==> config.mk <==
export PLATFORM = sky130hd
export DESIGN_NAME = toggle_event_rx
export DESIGN_NICKNAME = d
export VERILOG_FILES = /design/src/rtl/toggle_event_rx_pkg.sv /design/src/rtl/sync_ff_chain.sv /design/src/rtl/toggle_event_rx.sv
export SDC_FILE = /design/constraint.sdc
export NUM_CORES = 1
export LEC_CHECK = 0
export ABC_AREA = 1
export CAP_MARGIN = 5
export CELL_PAD_IN_SITES_DETAIL_PLACEMENT = 1
export CELL_PAD_IN_SITES_GLOBAL_PLACEMENT = 1
export CORE_AREA = 2 2 47 93
export CTS_CLUSTER_DIAMETER = 30
export CTS_CLUSTER_SIZE = 14
export DETAILED_ROUTE_END_ITERATION = 6
export DIE_AREA = 0 0 49 95
export DONT_BUFFER_PORTS = 1
export PLACE_DENSITY_LB_ADDON = 0.1
export SLEW_MARGIN = 40
export SYNTH_ARGS = -nofsm -noshare
export SYNTH_HDL_FRONTEND = slang
export SYNTH_HIERARCHICAL = 1
export SYNTH_SLANG_ARGS = --single-unit
export TNS_END_PERCENT = 100
==> constraint.sdc <==
create_clock -name clk -period 2.2 [get_ports clk]
set_input_delay 0.55 -clock clk [delete_from_list [all_inputs] [get_ports clk]]
set_output_delay 0.55 -clock clk [all_outputs]
set_load 0.1 [all_outputs]
==> src/rtl/toggle_event_rx_pkg.sv <==
// rtl/toggle_event_rx_pkg.sv - shared defaults for the toggle event link
package toggle_event_rx_pkg;

  // Shared with the T flip-flop transmitter wrapper so both ends stay matched
  localparam int EVT_SYNC_STAGES_DEF = 2;
  localparam int EVT_CNT_W_DEF       = 4;

  // Local defaults for the receiver
  localparam int EVT_TOT_W_DEF       = 16;
  // Arming counter width: must hold values up to the largest legal SYNC_STAGES (4)
  localparam int EVT_ARM_W           = 3;

endpackage

==> src/rtl/sync_ff_chain.sv <==
// rtl/sync_ff_chain.sv - plain flop chain for bringing async inputs into the clk domain
module sync_ff_chain #(
  parameter int STAGES = 2,
  parameter int W      = 1
) (
  input  logic         clk,
  input  logic         reset,
  input  logic [W-1:0] d,
  output logic [W-1:0] q
);

  logic [STAGES-1:0][W-1:0] stage_q;
  logic [STAGES-1:0][W-1:0] stage_d;

  // Shift the input one stage per clock; no logic between stages
  always_comb begin
    stage_d = {stage_q[STAGES-2:0], d};
  end

  // Chain register with synchronous clear
  always_ff @(posedge clk) begin
    if (reset) begin
      stage_q <= '0;
    end else begin
      stage_q <= stage_d;
    end
  end

  assign q = stage_q[STAGES-1];

endmodule

==> src/rtl/toggle_event_rx.sv <==
// rtl/toggle_event_rx.sv - turns level changes on a toggle link back into queued event pulses
module toggle_event_rx
  import toggle_event_rx_pkg::*;
#(
  parameter int SYNC_STAGES = EVT_SYNC_STAGES_DEF,
  parameter int CNT_W       = EVT_CNT_W_DEF,
  parameter int TOT_W       = EVT_TOT_W_DEF
) (
  input  logic             clk,
  input  logic             reset,
  input  logic             tog_in,
  input  logic             evt_ready,
  input  logic             ovf_clr,
  output logic             evt_valid,
  output logic             evt_pulse,
  output logic [CNT_W-1:0] pending,
  output logic [TOT_W-1:0] total,
  output logic             overflow,
  output logic             armed
);

  localparam logic [CNT_W-1:0]     PEND_MAX = '1;
  localparam logic [EVT_ARM_W-1:0] ARM_LAST = EVT_ARM_W'(SYNC_STAGES);

  logic             sync;
  logic             prev_q,      prev_d;
  logic             armed_q,     armed_d;
  logic [EVT_ARM_W-1:0] arm_cnt_q, arm_cnt_d;
  logic             evt_pulse_q, evt_pulse_d;
  logic [CNT_W-1:0] pending_q,   pending_d;
  logic [TOT_W-1:0] total_q,     total_d;
  logic             overflow_q,  overflow_d;

  logic             edge_det;
  logic             acc;
  logic             at_max;

  sync_ff_chain #(
    .STAGES (SYNC_STAGES),
    .W      (1)
  ) u_sync (
    .clk   (clk),
    .reset (reset),
    .d     (tog_in),
    .q     (sync)
  );

  // Edge detect and accept handshake; prev follows sync even while unarmed
  always_comb begin
    edge_det  = armed_q & (sync ^ prev_q);
    acc       = evt_valid & evt_ready;
    at_max    = (pending_q == PEND_MAX);
    prev_d    = sync;
    evt_pulse_d = edge_det;
  end

  // Hold off edge detection until the synchroniser and prev have settled after reset
  always_comb begin
    arm_cnt_d = arm_cnt_q;
    armed_d   = armed_q;
    if (!armed_q) begin
      if (arm_cnt_q == ARM_LAST) begin
        armed_d = 1'b1;
      end else begin
        arm_cnt_d = arm_cnt_q + 1'b1;
      end
    end
  end

  // Pending queue depth, sticky overflow (set beats clear) and wrapping total
  always_comb begin
    pending_d  = pending_q;
    overflow_d = overflow_q;
    if (edge_det && !acc) begin
      if (!at_max) begin
        pending_d = pending_q + 1'b1;
      end
    end else if (!edge_det && acc) begin
      pending_d = pending_q - 1'b1;
    end
    if (ovf_clr) begin
      overflow_d = 1'b0;
    end
    if (edge_det && !acc && at_max) begin
      overflow_d = 1'b1;
    end
    total_d = total_q + TOT_W'(edge_det);
  end

  // State registers
  always_ff @(posedge clk) begin
    if (reset) begin
      prev_q      <= 1'b0;
      armed_q     <= 1'b0;
      arm_cnt_q   <= '0;
      evt_pulse_q <= 1'b0;
      pending_q   <= '0;
      total_q     <= '0;
      overflow_q  <= 1'b0;
    end else begin
      prev_q      <= prev_d;
      armed_q     <= armed_d;
      arm_cnt_q   <= arm_cnt_d;
      evt_pulse_q <= evt_pulse_d;
      pending_q   <= pending_d;
      total_q     <= total_d;
      overflow_q  <= overflow_d;
    end
  end

  assign evt_valid = (pending_q != '0);
  assign evt_pulse = evt_pulse_q;
  assign pending   = pending_q;
  assign total     = total_q;
  assign overflow  = overflow_q;
  assign armed     = armed_q;

endmodule

==> results of run 1 <==
[cells in the mapped netlist]
cell type,count
a21oi_1,14
clkbuf_1,2
or2_0,2
xnor2_1,2
fa_1,1
ha_1,6
nand3_1,12
o21ai_0,7
nand2_2,3
nor2_2,2
a211oi_1,1
xor2_1,1
inv_1,28
nor3_1,6
nand2_1,28
o21a_1,1
nand4_1,6
dfxtp_1,29
nor2_1,34
nand3_2,1
o22ai_1,1
[per-layer routing]
metal	global-route usage, %	part of all wire (%)	routed length [um]	vias to the layer above
met5	0	0	0	-
met4	7.86	2.2	74	0
met3	4.43	4.4	146	6
met2	27.7	50	1670	23
met1	19.9	44	1460	588
li1	-	-	-	656
[cells in the final DEF, fill, tap and decap left out, types with 2 or more instances in the layout]
cell type / count
nor2_1: 34
inv_1: 28
nand2_1: 27
buf_4: 24
dfxtp_1: 23
a21oi_1: 14
nand3_1: 12
o21ai_0: 7
clkbuf_8: 7
nand4_1: 6
nor3_1: 6
ha_1: 6
nand2_2: 3
dfxtp_2: 3
dfxtp_4: 3
nor2_2: 2
or2_0: 2
xnor2_1: 2
[how the worst min path moves through the flow]
stage	startpoint	endpoint	slack [ns]	cells after the start
detailed placement	u_sync/stage_d[1]$_SDFF_PP0_	u_sync/q$_SDFF_PP0_	0.41	2
CTS	reset	total[11]$_SDFF_PP0_	0.32	1
finish	reset	total[0]$_SDFF_PP0_	0.33	1
floorplan	u_sync/stage_d[1]$_SDFF_PP0_	u_sync/q$_SDFF_PP0_	0.39	2
global route	reset	total[0]$_SDFF_PP0_	0.31	1
global placement	u_sync/stage_d[1]$_SDFF_PP0_	u_sync/q$_SDFF_PP0_	0.40	2
[where the power goes]
| group | total [W] | leakage [nW] | internal, W | switching [W] |
|---|---|---|---|---|
| clock network | 0.000490 | 0.0542 | 0.000282 | 0.000207 |
| registers | 0.000640 | 0.239 | 0.000604 | 0.0000361 |
| logic | 0.000895 | 0.428 | 0.000205 | 0.000690 |
| total | 0.00202 | 0.721 | 0.00109 | 0.000933 |
[cells by family (layout without fill, tap and decap cells)]
group,Yosys count,after routing,synth area share [%]
simple gates,94,94,30.6
buf+inv,30,60,8.31
compound gates,24,24,9.33
fa+ha+maj,7,7,7.02
flops,29,29,42.8
xor+xnor,3,3,1.94
[final cells by class]
type | count | area share [%]
clock buffers | 7 | 5.61
flip-flops and latches | 29 | 34.7
multi-input cells | 128 | 39.0
inverters | 28 | 6.12
repair buffers | 24 | 10.5
clock inverters | 1 | 0.292
well taps | 52 | 3.79
[through the flow]
stage	total power (W)	utilization, %
final	0.00202	42.9
after global routing	0.00215	42.9
after CTS	0.00206	42.9
after detailed placement	0.00156	40.3
after global placement	0.00153	40.3
after floorplan	0.00139	-
[registers in the layout, summed over array words and instances (netlist names)]
register and count:
prev_q 1, armed 1, pending 4, total 16, u_sync/stage_d 1, u_sync/q 1, arm_cnt_q 3, overflow 1
evt_pulse 1
[critical path, stage by stage, from the launching register on]
cell	delay [ns]
dfxtp_4	0.34
nor2_1	0.18
nand2_4	0.07
nand2_1	0.12
nand2_1	0.15
ha_1	0.37
nand3_1	0.09
nand3_1	0.12
nand4_1	0.12
a21oi_1	0.15
nor2_1	0.06
==> flow_summary.toml, run 1 <==
[clock_network]
clock_sinks = 29
clockBufferDepth = 2
clk-insertion-delay-late_ns = 0.28
clk_pin_slew_worst_paths_ns = 0.06
numCtsBuffers = 5
cts_setup_buffers = 0
cts_tree = "built"
root_buffer = "clkbuf_8"
htree_levels = 2
ctsResizeCount = 0
holdBufCountCts = 0

[placed_design]
place_area_um2 = 1620
place_hpwl_mm = 2.62
port_buffers = 0
dp_cells = 261
post-place-ws_ns = 0.309
gp_congestion = 0.741

[die]
die_h_um = 95
start_util_pct = 33.8
die_w_um = 49
core_area_um2 = 4010
rows = 33
ioPinCount = 29
die_area_um2 = 4660

[synthesis]
synth-seq-cells = 29
postSynthAreaPerCell_um2 = 7.25
synth_fp_nets = 199
yosysSeqAreaShare_pct = 42.8
synthTopCellsByArea = "dfxtp_1 43%, nor2_1 9.4%, inv_1 7.8%, nand2_1 7.8%, ha_1 5.5%"
postSynthCellCount = 187
synth.distinct_cells = 21
synth.top_cell.area_share_pct = 42.8
synth_top_area_cell = "dfxtp_1"
yosysWarnings = 6
synth_area_um2 = 1360

[layout]
fin_area_um2 = 1720
area.sequential_um2 = 596
drive_gt1_share_pct = 20.7
final_nets = 228
syn_to_final_growth_pct = 26.7
multi_input_area_um2 = 669
fin_cells = 269
fill_cells = 524
diodes = 0

[sta]
maxSlewHeadroom_pct = 69.6
fmax_ghz = 0.536
setup_viol = 0
tns_ns = 0
finalCriticalPeriod_ns = 1.87
finalMaxSlewViolations = 0
hold_violations = 0
tightestPinTransition_ns = 0.455
fin_ws_ns = 0.333
skew_ns = 0.00649
rsz0062_at_grt = "no"
holdWs_ns = 0.328
finalCritPeriodShare_pct = 84.9

[drt]
drt_iter0_markers = 6
wl_mm = 3.35
avgViaCountPerCell = 4.73
avgRoutedWirePerCell_um = 12.4
ant_nets = 0
vias = 1273
dr.pass1.iters = 3
drc_errors = 0

[global_route]
grt_util_all_layers_pct = 16.7
grt_max_degree = 22
first_global_vias = 1312
antenna_found_initial = 0
grt_overflow = 0
grt_first_pass_wirelength_mm = 6.00

[setup_path]
ff2ff_path_depth = 10
r2r_slack_ns = 0.33
r2r_start = "pending[2]$_SDFFE_PP0P_"
cp_max_fo = 4
endpoint = "pending[3]$_SDFFE_PP0P_"
reg2reg_to = "pending[3]$_SDFFE_PP0P_"
critPathKind = "flip-flop to flip-flop"
start_kind = "flip-flop"
cp-startpoint = "pending[2]$_SDFFE_PP0P_"
critPathRequiredTime_ns = 2.37
worstSetupEndpointType = "flip-flop"
critPathArrivalTime_ns = 2.04

[status]
status = "finished clean"

[worst_hold_path]
hp-class = "primary input to flip-flop"

[power]
p_leak_nw = 0.721
peakVddDrop_mv = 0.918
powerDensity_nw_per_um2 = 1180

[run]
max_cap_violations = 0
Power figures use the tool's default switching activity.
==> run 2, diff against run 1 <==
==> constraint.sdc (replaced) <==
create_clock -name clk -period 1.9 [get_ports clk]
set_input_delay 0.475 -clock clk [delete_from_list [all_inputs] [get_ports clk]]
set_output_delay 0.475 -clock clk [all_outputs]
set_load 0.1 [all_outputs]
==> run 2 against run 1 <==
  * Power increased by 24%
  * Via count rose by 0.55%
  * Sequential power grew 20%
  * Global-route usage shrank 1.2 points
  * Sequential share of layout area down 1.6 points
  * Non-clock buffer count rose by 3
  * First-iteration DRC count up 100%
==> flow_summary.toml, run 2 (synthesis gave the netlist of run 1 again) <==
[status]
status = "finished clean"

[sta]
maxSlewHeadroom_pct = 70.5
skew_ns = 0.00650
setup_viol = 0
tightestPinTransition_ns = 0.443
hold_violations = 0
finalCriticalPeriod_ns = 1.78
finalCritPeriodShare_pct = 93.5
tns_ns = 0
fmax_ghz = 0.563
rsz0062_at_grt = "no"
finalMaxSlewViolations = 0

[global_route]
grt_util_all_layers_pct = 15.5
antenna_found_initial = 0
grt_max_degree = 22
grt_overflow = 0
grt_first_pass_wirelength_mm = 5.60
first_global_vias = 1200

[setup_path]
path_buf_inv = 0
start_kind = "flip-flop"
critPathRequiredTime_ns = 2.06
slowest_delay_ns = 0.34
worstSetupEndpointType = "flip-flop"
ff2ff_path_depth = 10
critPathArrivalTime_ns = 1.94
path_cells = "nand2_1 -> nand2_4 -> nor2_4 -> nand2_2 -> ha_1 -> nand3_1 -> nand3_1 -> nand4_1 -> a21oi_1 -> nor2_1"
path_delay_family = "simple AND/OR/NAND/NOR gates"
cp_max_fo = 5
critPathKind = "flip-flop to flip-flop"
cp.depth = 10
cpMostUsedCell = "nand3_1"
crit_path_top_delay_cell = "ha_1"

[drt]
wl_mm = 3.32
drc_errors = 0
dr.pass1.iters = 4
ant_nets = 0
avgRoutedWirePerCell_um = 12.2
drt_iter0_markers = 12
avgViaCountPerCell = 4.71
vias = 1280

[clock_network]
root_buffer = "clkbuf_8"
clk_pin_slew_worst_paths_ns = 0.07
clk-insertion-delay-late_ns = 0.28
clock_sinks = 29
htree_levels = 2
clockBufferDepth = 2
cts_tree = "built"
numCtsBuffers = 5

[layout]
syn_to_final_growth_pct = 34.6
largest_reg_flops = 16
drive_gt1_share_pct = 26.4
final_nets = 231
final_core_util_pct = 45.5
final_common_cell = "nor2_1"
diodes = 0
fin_area_um2 = 1820
final_cell_mix = "31 x nor2_1, 27 x inv_1, 27 x buf_4"

[power]
intPower_w = 0.00140
peakVddDrop_mv = 0.893
swShare_pct = 44.4
power_frac_comb_pct = 43.3
powerDensity_nw_per_um2 = 1380
power.share.clock_pct = 26.1
total_power_w = 0.00252
switchingPower_w = 0.00112
p_leak_nw = 0.749
p_seq_share_pct = 30.6

[die]
core_area_um2 = 4010
die_area_um2 = 4660
start_util_pct = 33.8
die_w_um = 49
die_h_um = 95
ioPinCount = 29
rows = 33

[worst_hold_path]
hold_depth = 1
hp-class = "primary input to flip-flop"

[placed_design]
gp_congestion = 0.734
place_hpwl_mm = 2.47
place_area_um2 = 1690
port_buffers = 0

[run]
max_cap_violations = 0
==> run 2: per-stage QoR <==
| stage | hold slack [ns] | worst slack, ns | instances |
|---|---|---|---|
| 6_report | 0.257 | 0.123 | 272 |
| 5_1_grt | 0.248 | 0.000639 | 272 |
| 4_1_cts | 0.245 | 0.0708 | 270 |
| 3_5_place_dp | 0.398 | 0.113 | 262 |
| 3_3_place_gp | 0.400 | 0.177 | 262 |
| 2_1_floorplan | 0.388 | 0.00231 | 187 |
==> run 2: final timing paths <==
path / startpoint / endpoint / slack, ns
setup / recovery: u_sync/q$_SDFF_PP0_ / pending[3]$_SDFFE_PP0P_ / 0.12
hold / removal: reset / total[10]$_SDFF_PP0_ / 0.26
setup reg to reg: u_sync/q$_SDFF_PP0_ / pending[3]$_SDFFE_PP0P_ / 0.12
hold reg to reg: u_sync/stage_d[1]$_SDFF_PP0_ / u_sync/q$_SDFF_PP0_ / 0.41
==> run 2: area by class of cell <==
type	instances	area [um2]
tap	52	65.1
fill	525	2180
inverter	28	105
clock inverter	1	30.0
timing repair buffer	27	203
sequential	29	603
multi-input combinational	128	732
clock buffer	7	86.3
==> run 2: metal layers <==
| metal | up-vias | GRT usage (%) | part of all wire [%] |
|---|---|---|---|
| met1 | 588 | 18.1 | 43 |
| met5 | - | 0 | 0 |
| met3 | 4 | 3.80 | 4.4 |
| met4 | 0 | 7.62 | 1.6 |
| met2 | 23 | 26.3 | 51 |
| li1 | 665 | - | - |
==> run 2: power groups by stage <==
stage	Sequential, W	Combinational [W]	Clock (W)
6_report	0.000771	0.00109	0.000658
4_1_cts	0.000774	0.00109	0.000680
3_3_place_gp	0.000783	0.00107	0
3_5_place_dp	0.000787	0.00109	0
2_1_floorplan	0.00115	0.000529	0
5_1_grt	0.000783	0.00117	0.000694
==> run 2: repair_timing <==
item	CTS	global route
resized for setup	0	2
setup buffers	0	2
setup endpoints to repair	0	3
hold buffers	0	0
==> run 3, diff against run 2 <==
--- a/config.mk
+++ b/config.mk
@@ -7,15 +7,12 @@
 export LEC_CHECK = 0
 export ABC_AREA = 1
 export CAP_MARGIN = 5
-export CELL_PAD_IN_SITES_DETAIL_PLACEMENT = 1
-export CELL_PAD_IN_SITES_GLOBAL_PLACEMENT = 1
 export CORE_AREA = 2 2 47 93
 export CTS_CLUSTER_DIAMETER = 30
 export CTS_CLUSTER_SIZE = 14
 export DETAILED_ROUTE_END_ITERATION = 6
 export DIE_AREA = 0 0 49 95
 export DONT_BUFFER_PORTS = 1
-export PLACE_DENSITY_LB_ADDON = 0.1
 export SLEW_MARGIN = 40
 export SYNTH_ARGS = -nofsm -noshare
 export SYNTH_HDL_FRONTEND = slang
==> run 3 against run 2 <==
  * Critical path depth rose by 2
  * Design area down 2.4%
  * First-iteration DRC count grew 58%
  * Wire length fell by 12%
  * Clock power is 26% lower
  * Register-to-register slack better by 0.04 ns
  * Non-clock buffer count decreased by 1
  * Core utilization shrank 1.1 points
  * Critical endpoint is now total[10]$_SDFF_PP0_
  * Power is 7.3% lower
  * Largest power group unchanged
  * Critical path type unchanged
==> flow_summary.toml, run 3 (synthesis gave the netlist of run 1 again) <==
[layout]
final_nets = 230
diodes = 0
final_core_util_pct = 44.5
final_cell_mix = "32 x nor2_1, 27 x inv_1, 26 x buf_4"
drive_gt1_share_pct = 25.6
largest_reg_flops = 16
syn_to_final_growth_pct = 31.4
final_common_cell = "nor2_1"

[clock_network]
holdBufCountCts = 0
htree_levels = 2
cts_tree = "built"
clockBufferDepth = 2
root_buffer = "clkbuf_8"
clock_sinks = 29
ctsResizeCount = 0
clk-insertion-delay-late_ns = 0.28
cts_setup_buffers = 0
numCtsBuffers = 5
clk_pin_slew_worst_paths_ns = 0.06

[sta]
tightestPinTransition_ns = 0.433
tns_ns = 0
setup_viol = 0
skew_ns = 0.00601
fmax_ghz = 0.574
rsz0062_at_grt = "no"
maxSlewHeadroom_pct = 71.1
fin_ws_ns = 0.159
finalCritPeriodShare_pct = 91.6
finalCriticalPeriod_ns = 1.74
finalMaxSlewViolations = 0
hold_violations = 0
holdWs_ns = 0.249

[power]
peakVddDrop_mv = 0.904
p_leak_nw = 0.730
total_power_w = 0.00234
powerDensity_nw_per_um2 = 1310

[setup_path]
r2r_slack_ns = 0.16
worstSetupEndpointType = "flip-flop"
critPathRequiredTime_ns = 2.08
cp_max_fo = 5
critPathKind = "flip-flop to flip-flop"
critPathArrivalTime_ns = 1.92
start_kind = "flip-flop"

[die]
start_util_pct = 33.8
rows = 33
die_area_um2 = 4660
die_h_um = 95
ioPinCount = 29
die_w_um = 49
core_area_um2 = 4010

[placed_design]
port_buffers = 0
place_hpwl_mm = 2.26
post-place-ws_ns = 0.139
gp_congestion = 0.843

[drt]
avgRoutedWirePerCell_um = 10.8
dr.pass1.iters = 4
drt_iter0_markers = 19
ant_nets = 0
drc_errors = 0
wl_mm = 2.92
avgViaCountPerCell = 4.63
vias = 1256

[global_route]
first_global_vias = 1120
grt_max_degree = 22
grt_first_pass_wirelength_mm = 4.75
grt_overflow = 0
grt_util_all_layers_pct = 13.6
antenna_found_initial = 0

[run]
max_cap_violations = 0

[worst_hold_path]
hp-class = "primary input to flip-flop"

[status]
status = "finished clean"
[run 3: cell count changes in the layout (fill, tap and decap cells not counted), sizes merged]
cell,before,now
bufinv,1,0
buf,27,26
clkbuf,7,6
clkinv,0,2
[run 3: worst paths after layout]
check	from	to	cells past startpoint
max	u_sync/q$_SDFF_PP0_	total[10]$_SDFF_PP0_	12
min	reset	armed$_SDFF_PP0_	1
max reg2reg	u_sync/q$_SDFF_PP0_	total[10]$_SDFF_PP0_	12
min reg2reg	u_sync/stage_d[1]$_SDFF_PP0_	u_sync/q$_SDFF_PP0_	2
[run 3: where the power goes]
part	internal, W	leakage, nW	switching, W
Sequential	0.000708	0.241	0.0000809
Combinational	0.000266	0.444	0.000797
Clock	0.000253	0.0450	0.000232
Total	0.00123	0.730	0.00111
[run 3: layout make-up]
type                            count  area, um2
Sequential cell                    29        603
Fill cell                         400       2220
Inverter                           28        105
Clock buffer                        6       72.6
Tap cell                           52       65.1
Timing Repair Buffer               26        195
Clock inverter                      2       10.0
Multi-Input combinational cell    128        729
[run 3: per-layer routing]
metal | share of wire [%] | vias up | GRT usage, %
li1 | - | 661 | -
met3 | 4.6 | 5 | 4.75
met4 | 2.1 | 0 | 8.10
met1 | 42 | 568 | 13.5
met2 | 52 | 22 | 24.2
met5 | 0 | - | 0
[run 3: through the flow]
step,std cells,area [um2]
finish,271,1780
global route,271,1780
CTS,271,1780
detailed placement,263,1690
global placement,263,1690
floorplan,187,1440
[run 3: worst max-delay path: stages, from the launching register on]
cell     delay [ns]
dfxtp_1        0.32
nand2_1        0.11
nand2_4        0.06
nor2_4         0.15
ha_4           0.16
ha_1           0.16
nand2_1        0.09
inv_2          0.08
nand3_2        0.09
nor2_4         0.14
nand2_1        0.07
xor2_1         0.14
nor2_1         0.06
